## config.mk

```make
export PLATFORM = sky130hd
export DESIGN_NAME = fetch_unit
export DESIGN_NICKNAME = d
export VERILOG_FILES = /design/src/rtl/fetch_unit.sv
export SDC_FILE = /design/constraint.sdc
export NUM_CORES = 1
export LEC_CHECK = 0
export CAP_MARGIN = 20
export CORE_MARGIN = 3
export CORE_UTILIZATION = 40
export DETAILED_ROUTE_END_ITERATION = 8
export GPL_TIMING_DRIVEN = 0
export SLEW_MARGIN = 30
export SYNTH_ARGS = -nofsm -noshare
export SYNTH_HDL_FRONTEND = slang
export SYNTH_SLANG_ARGS = --single-unit
```

## constraint.sdc

```tcl
create_clock -name clk -period 19.6 [get_ports clk]
set_clock_uncertainty 0.05 [all_clocks]
set_input_delay 3.92 -clock clk [delete_from_list [all_inputs] [get_ports clk]]
set_output_delay 3.92 -clock clk [all_outputs]
set_load 0.01 [all_outputs]
```

## src/rtl/fetch_unit.sv

```systemverilog
// Instruction fetch stage: owns the PC, issues word fetches over a
// request/grant interface with in-order responses, buffers returned words
// in a small queue and hands one instruction + PC per cycle to decode.
// Optional feature macro: FETCH_BYPASS_EN (same-cycle response bypass to
// decode when the queue is empty).
module fetch_unit #(
    parameter int                      ADDRESS_SIZE = 32,
    parameter logic [ADDRESS_SIZE-1:0] BOOT_ADDRESS = 32'h1000,
    parameter int                      QUEUE_DEPTH  = 4
) (
    input  logic                    clk,
    input  logic                    reset,
    output logic                    imem_req,
    output logic [ADDRESS_SIZE-1:0] imem_addr,
    input  logic                    imem_gnt,
    input  logic                    imem_rvalid,
    input  logic [ADDRESS_SIZE-1:0] imem_rdata,
    input  logic                    redirect_valid,
    input  logic [ADDRESS_SIZE-1:0] redirect_pc,
    output logic                    dec_valid,
    input  logic                    dec_ready,
    output logic [ADDRESS_SIZE-1:0] dec_instruction,
    output logic [ADDRESS_SIZE-1:0] dec_pc
);

    localparam int PW = $clog2(QUEUE_DEPTH);
    localparam int CW = PW + 1;
    localparam logic [CW:0] DEPTH = (CW+1)'(QUEUE_DEPTH);

    logic [ADDRESS_SIZE-1:0] pc_reg, pc_next;
    logic [PW-1:0]           head_reg, head_next, tail_reg, tail_next;
    logic [CW-1:0]           count_reg, count_next;
    logic [CW-1:0]           inflight_reg, inflight_next;
    logic [CW-1:0]           drop_reg, drop_next;

    logic [ADDRESS_SIZE-1:0] q_instr_reg [QUEUE_DEPTH];
    logic [ADDRESS_SIZE-1:0] q_pc_reg    [QUEUE_DEPTH];

    logic                    grant, resp_keep, q_write, deq, queue_nonempty;
    logic [CW:0]             occupancy;
    logic [CW-1:0]           live_cnt;
    logic [ADDRESS_SIZE-1:0] live_ofs, resp_pc, redirect_target;
    logic [ADDRESS_SIZE-1:0] head_instr, head_pc;

    // Issue control, response PC reconstruction and queue write/read decisions
    always_comb begin
        occupancy       = {1'b0, count_reg} + {1'b0, inflight_reg};
        imem_req        = !reset && (occupancy < DEPTH);
        imem_addr       = pc_reg;
        grant           = imem_req && imem_gnt;
        resp_keep       = imem_rvalid && (drop_reg == '0);
        // Live (non-dropped) fetches are contiguous and end just below pc_reg,
        // so the oldest live one sits live_cnt words behind the PC.
        live_cnt        = inflight_reg - drop_reg;
        live_ofs        = {{(ADDRESS_SIZE-CW-2){1'b0}}, live_cnt, 2'b00};
        resp_pc         = pc_reg - live_ofs;
        redirect_target = redirect_pc & ~{{(ADDRESS_SIZE-2){1'b0}}, 2'b11};
        queue_nonempty  = (count_reg != '0);
        head_instr      = q_instr_reg[head_reg];
        head_pc         = q_pc_reg[head_reg];
        deq             = queue_nonempty && dec_ready;
`ifdef FETCH_BYPASS_EN
        if (queue_nonempty) begin
            dec_valid       = 1'b1;
            dec_instruction = head_instr;
            dec_pc          = head_pc;
            q_write         = resp_keep && !redirect_valid;
        end else begin
            dec_valid       = resp_keep;
            dec_instruction = resp_keep ? imem_rdata : '0;
            dec_pc          = resp_keep ? resp_pc : '0;
            // A bypassed word taken by decode never enters the queue
            q_write         = resp_keep && !dec_ready && !redirect_valid;
        end
`else
        dec_valid       = queue_nonempty;
        dec_instruction = queue_nonempty ? head_instr : '0;
        dec_pc          = queue_nonempty ? head_pc : '0;
        q_write         = resp_keep && !redirect_valid;
`endif
    end

    // Next-state for PC, pointers and counters; redirect overrides the queue
    always_comb begin
        inflight_next = inflight_reg + CW'(grant) - CW'(imem_rvalid);
        pc_next       = grant ? pc_reg + ADDRESS_SIZE'(4) : pc_reg;
        head_next     = head_reg + PW'(deq);
        tail_next     = tail_reg + PW'(q_write);
        count_next    = count_reg + CW'(q_write) - CW'(deq);
        drop_next     = drop_reg - CW'(imem_rvalid && !resp_keep);
        if (redirect_valid) begin
            pc_next    = redirect_target;
            head_next  = '0;
            tail_next  = '0;
            count_next = '0;
            // Every request still outstanding after this edge, including a
            // grant taken this cycle, belongs to the old stream.
            drop_next  = inflight_next;
        end
    end

    // State registers
    always_ff @(posedge clk) begin
        if (reset) begin
            pc_reg       <= BOOT_ADDRESS;
            head_reg     <= '0;
            tail_reg     <= '0;
            count_reg    <= '0;
            inflight_reg <= '0;
            drop_reg     <= '0;
        end else begin
            pc_reg       <= pc_next;
            head_reg     <= head_next;
            tail_reg     <= tail_next;
            count_reg    <= count_next;
            inflight_reg <= inflight_next;
            drop_reg     <= drop_next;
        end
    end

    // Queue storage: one write port at the tail, entries need no reset
    generate
        for (genvar gi = 0; gi < QUEUE_DEPTH; gi++) begin : g_entry
            // Capture the response word and its PC into this entry
            always_ff @(posedge clk) begin
                if (q_write && (tail_reg == PW'(gi))) begin
                    q_instr_reg[gi] <= imem_rdata;
                    q_pc_reg[gi]    <= resp_pc;
                end
            end
        end
    endgenerate

endmodule
```

After elaboration in Yosys (flattened, before gate mapping):

Memories as Yosys holds them, arrays and structs flattened. A register that Yosys moved wholly into a read port is not among the register bits.
Cells that the tools add are included.

* add/subtract/negate cells: 11
* magnitude comparators: 1
* equality and inequality tests: 3
* muxes and demuxes: 33
* reduce and logical (&&, ||, !) cells: 24

Operators with widths (count)
* $mux 32: 10
* $reduce_or 32->1: 6
* $add 32x3->32 const B: 1
* $sub 32x5->32: 1
* $mux 2: 8
* $mux 1: 14
* $logic_and 1x1->1: 10
* $sub 3x1->3: 3
* $add 3x1->3: 2
* $add 2x1->2: 2
* $add 3x3->4: 1
* $eq 2x2->1 const B: 2
* $lt 4x3->1 const B: 1
* $logic_not 1->1: 3
* $logic_not 3->1: 1
* $mux 3: 1
* $reduce_bool 3->1: 1
* $sub 3x3->3: 1
* $eq 2x1->1 const B: 1
* $logic_not 2->1: 1
* $reduce_bool 2->1: 1
* $reduce_or 2->1: 1

* register bits after elaboration: 45
* memory bits (writable): 256
* input port bits: 70
* output and inout port bits: 98
* memories kept: 2

Memory list
* q_instr_reg: depth 4, bits a word 32, rd ports 1, clocked after memory_dff 1, wr ports 1, line 36 `logic [ADDRESS_SIZE-1:0] q_instr_reg [QUEUE_DEPTH];`
* q_pc_reg: depth 4, bits a word 32, rd ports 1, clocked after memory_dff 1, wr ports 1, line 37 `logic [ADDRESS_SIZE-1:0] q_pc_reg [QUEUE_DEPTH];`

Depth between registers and ports, before layout:

Gate-level depths: netlist of run 1.

* depth after elaboration: 10
* depth in mapped cells: 12
* mapped depth without buffers: 11

Worst setup path after synthesis of run 1:

Ideal clock, no wire load.

* kind: input port to flip-flop
* start: input redirect_valid
* end: memory q_instr_reg[1][0], enable pin
* arrival time: 9226 ps
* required time: 18979 ps
* setup slack: 9752 ps
* stages on the path: 5
* path buffers: 2
* cells stage by stage: clkbuf_1 -> inv_1 -> clkbuf_1 -> nand3_1 -> nor3b_1

* word-level cells in the longest chain between the ends: 9
* elaborated cells on any way between the ends: 23
* those cells by class: 14 x mux; 9 x reduce/logical

Ends and longest elaborated chain
* start: declaration: line 18 `input logic redirect_valid,`
* $logic_not 1->1 *: line 79 `q_write = resp_keep && !redirect_valid;`
* $logic_and 1x1->1 *: line 79
* $logic_and 1x1->1: line 126 `if (q_write && (tail_reg == PW'(gi))) begin`
* $mux 1: line 126
* $mux 1 (not written as such): line 127 `q_instr_reg[gi] <= imem_rdata;`
* $reduce_or 32->1 (no line)
* $mux 2 (no line) or $mux 1 (tied branches) (3 in series)
* end: declaration: line 36

Every way passes the cells marked *; elsewhere a longest branch is shown, timed or not.

Worst setup path in the final report of run 1:

* start: input reset
* end: output imem_req

* word-level cells in the longest chain between the ends: 2

Ends and longest elaborated chain
* start: declaration: line 12 `input logic reset,`
* $logic_not 1->1: line 48 `imem_req = !reset && (occupancy < DEPTH);`
* $logic_and 1x1->1: line 48
* end: declaration: line 13 `output logic imem_req,`

Every way passes these cells.

==> results.py, run 1 <==
metrics = {
    "run_status": {
        "status": "complete, no violations",
    },
    "setup_path": {
        "worst_setup_path_start_kind": "input pin",
        "r2r_cells": 12,
        "endpoint_kind": "primary output",
        "crit_type": "in2out",
        "crit_fanout": 9,
        "required_ns": 15.63,
        "crit_arrival_ns": 5.33,
    },
    "logic_synthesis": {
        "synth-seq-area-share": 0.658,
        "ys_types": 53,
        "synth_cells": 812,
        "synth.avg_cell_area_um2": 15.6,
        "ys_ff_latch": 291,
        "netlist_area_um2": 12600,
        "async_flop_share": 0,
        "synth-edff-count": 248,
        "ys.flop_type": "edfxtp_1",
        "yosys_warnings": 0,
    },
    "route": {
        "vias": 7800,
        "drc": 0,
        "detail_route.wl_per_cell_um": 20.3,
        "vias_per_cell": 5.37,
        "detail_route.first_pass.iterations": 5,
        "drt-initial-drc-count": 462,
        "ant_nets": 0,
        "routed_wl_um": 29400,
    },
    "final_layout": {
        "drive_above_1_share": 0.144,
        "n_antenna_cell": 0,
        "fillers": 2542,
        "final_cell_mix": "248 x edfxtp_1, 159 x clkdlybuf4s50_1, 68 x nor2b_1, 62 x mux4_2, 55 x clkbuf_1",
        "layout_commonest_cell": "edfxtp_1",
        "largest_reg_flops": 128,
        "area_growth_pct": 27.5,
        "nNetsFinal": 1123,
        "final_cells": 1452,
        "fin_area_um2": 16100,
    },
    "timing": {
        "finalSetupViolCount": 0,
        "hold_violations": 0,
        "fmax_ghz": 0.108,
        "drv_slew": 0,
        "period_minus_slack_ns": 9.30,
        "tightest_slew_ns": 0.869,
        "fin_tns_setup_ns": 0,
        "post-route-period-util": 0.475,
        "rsz0062_at_grt": "no",
        "max_slew_margin": 0.420,
    },
    "clock_network": {
        "max-clock-path-buffers": 3,
        "clk_latency_ns": 0.55,
        "cts_sinks": 291,
        "postCtsSetupBuffers": 0,
        "post_cts_resized": 0,
        "cts_tree": "built",
        "cts_root_buf": "clkbuf_16",
        "ctsHoldBuffers": 0,
        "htree_num_levels": 1,
        "path_clk_slew_ns": 0.06,
        "cts_made_buffers": 31,
    },
    "placement": {
        "place_congestion": 0.856,
        "dp_hpwl_um": 21100,
        "io_buffers": 159,
        "dpl-instance-area_um2": 15100,
        "place_inst": 1397,
    },
    "power": {
        "irDropWorstVdd_uv": 67.8,
        "cellLeakagePower_nw": 5.16,
        "power_density_nw_per_um2": 100,
    },
    "die": {
        "ios": 168,
        "initial_core_util": 0.410,
        "die_h_um": 184,
        "dieWidth_um": 184,
        "rows": 64,
        "core_region_area_um2": 30800,
        "dieArea_um2": 33700,
    },
    "hold_path": {
        "holdPathStages": 2,
        "hp-class": "reg2reg",
    },
    "grt": {
        "first_global_vias": 8063,
        "track_usage": 0.173,
        "grt_first_pass_wirelength_um": 45700,
        "grt_max_degree": 40,
        "antenna_found_initial": 0,
        "grt-ovfl-total": 0,
    },
    "flow_run": {
        "max_cap_viol_count": 0,
    },
}
-- cell type report --
cell class                 count  area [um^2]  share of cell area
clock buffer                  36          795              0.0493
buffer                        64          268              0.0166
inverter                      21         78.8             0.00489
sequential                   291         8310               0.516
multi-input combinational    439         4030               0.250
timing repair buffer         186         1910               0.118
tap                          396          495              0.0308
clock inverter                19          225              0.0140
-- final timing paths --
path | from | end | slack (ns)
worst max register to register | inflight_reg[0] | q_pc_reg[1][28] | 15.98
worst min-delay path | head_reg[0] | head_reg[0] | 0.54
worst max-delay path | reset | imem_req | 10.30
worst min register to register | head_reg[0] | head_reg[0] | 0.54
-- synth_stat cells, types with 2 or more instances --
master       n  share of area
dfxtp_1     43          0.068
and3_1       7         0.0035
nand3_1     19         0.0075
nand4_1     15         0.0074
o31ai_1     10         0.0059
a2111oi_0    2         0.0014
and4_1       8         0.0055
o211ai_1     3         0.0018
nand4b_1     3         0.0021
mux4_2      62           0.11
nor3b_1      3         0.0018
xor2_1       8         0.0055
clkbuf_1    50          0.015
and2_1       4         0.0020
buf_4        4         0.0024
nor2_1      39          0.012
ha_1        15          0.015
edfxtp_1   248           0.59
xnor2_1     35          0.024
or3_1       11         0.0054
inv_1       21         0.0062
o21ai_0      5         0.0020
or4_1       18          0.011
a311oi_1    12         0.0083
nor3_1      13         0.0052
nor4_1      11         0.0054
o31a_1       4         0.0028
nor2b_1     68          0.034
a211o_1      2         0.0014
nand2_1     14         0.0042
a21oi_1      6         0.0024
fa_1         4         0.0063
a211oi_1    10         0.0059
buf_1        8         0.0024
nand3b_1     7         0.0042
o21bai_1     3         0.0018
-- worst max-delay path: stages --
cell and delay [ns]:
buf_6 0.12, or4_4 0.57, nor2_1 0.15, clkdlybuf4s50_1 0.56
-- per-stage QoR --
step | utilization | hold slack, ns | worst slack, ns | power [mW]
after floorplan | - | 0.484 | 9.75 | 0.918
after detailed placement | 0.489 | 0.531 | 10.32 | 1.04
after global routing | 0.523 | 0.561 | 10.27 | 1.68
final | 0.523 | 0.543 | 10.30 | 1.61
after CTS | 0.522 | 0.546 | 10.30 | 1.63
after global placement | 0.478 | 0.501 | 5.40 | 1.03
-- routing by layer --
layer  GRT usage  wire [um]
met4      0.0511        689
met1       0.241      13100
met2       0.283      13800
met3      0.0307       1890
met5           0          0
-- logic make-up after synthesis --
logic type / synth area share
and+or+nand+nor: 0.114
AOI/OAI and AO/OA: 0.0389
DFF: 0.658
adders and majority gates: 0.0212
muxes: 0.111
buffers and inverters: 0.0271
other: 0.000297
xor gates and xnor gates: 0.0298
-- report_power, final --
group | switching [mW] | internal (mW)
sequential | 0.0161 | 0.728
combinational | 0.150 | 0.130
clock | 0.233 | 0.354
total | 0.399 | 1.21
(Power assumes the default switching activity.)
==> run 2, diff against run 1 <==
==> constraint.sdc (replaced) <==
create_clock -name clk -period 8.6 [get_ports clk]
set_clock_uncertainty 0.05 [all_clocks]
set_input_delay 1.72 -clock clk [delete_from_list [all_inputs] [get_ports clk]]
set_output_delay 1.72 -clock clk [all_outputs]
set_load 0.01 [all_outputs]
==> results of run 2 <==
The final DEF is identical to that of run 1. Status: complete, no violations.
Among the figures that moved: setup slack after placement 10.32 ns -> 3.72 ns; setup slack after layout 10.30 ns -> 3.53 ns; start point of the critical path reset -> head_reg[0]; end point of the critical path imem_req -> dec_pc[29]; register-to-register setup slack 15.98 ns -> 4.98 ns; total power 1.61 mW -> 3.67 mW; worst IR drop on VDD 67.8 uV -> 154 uV
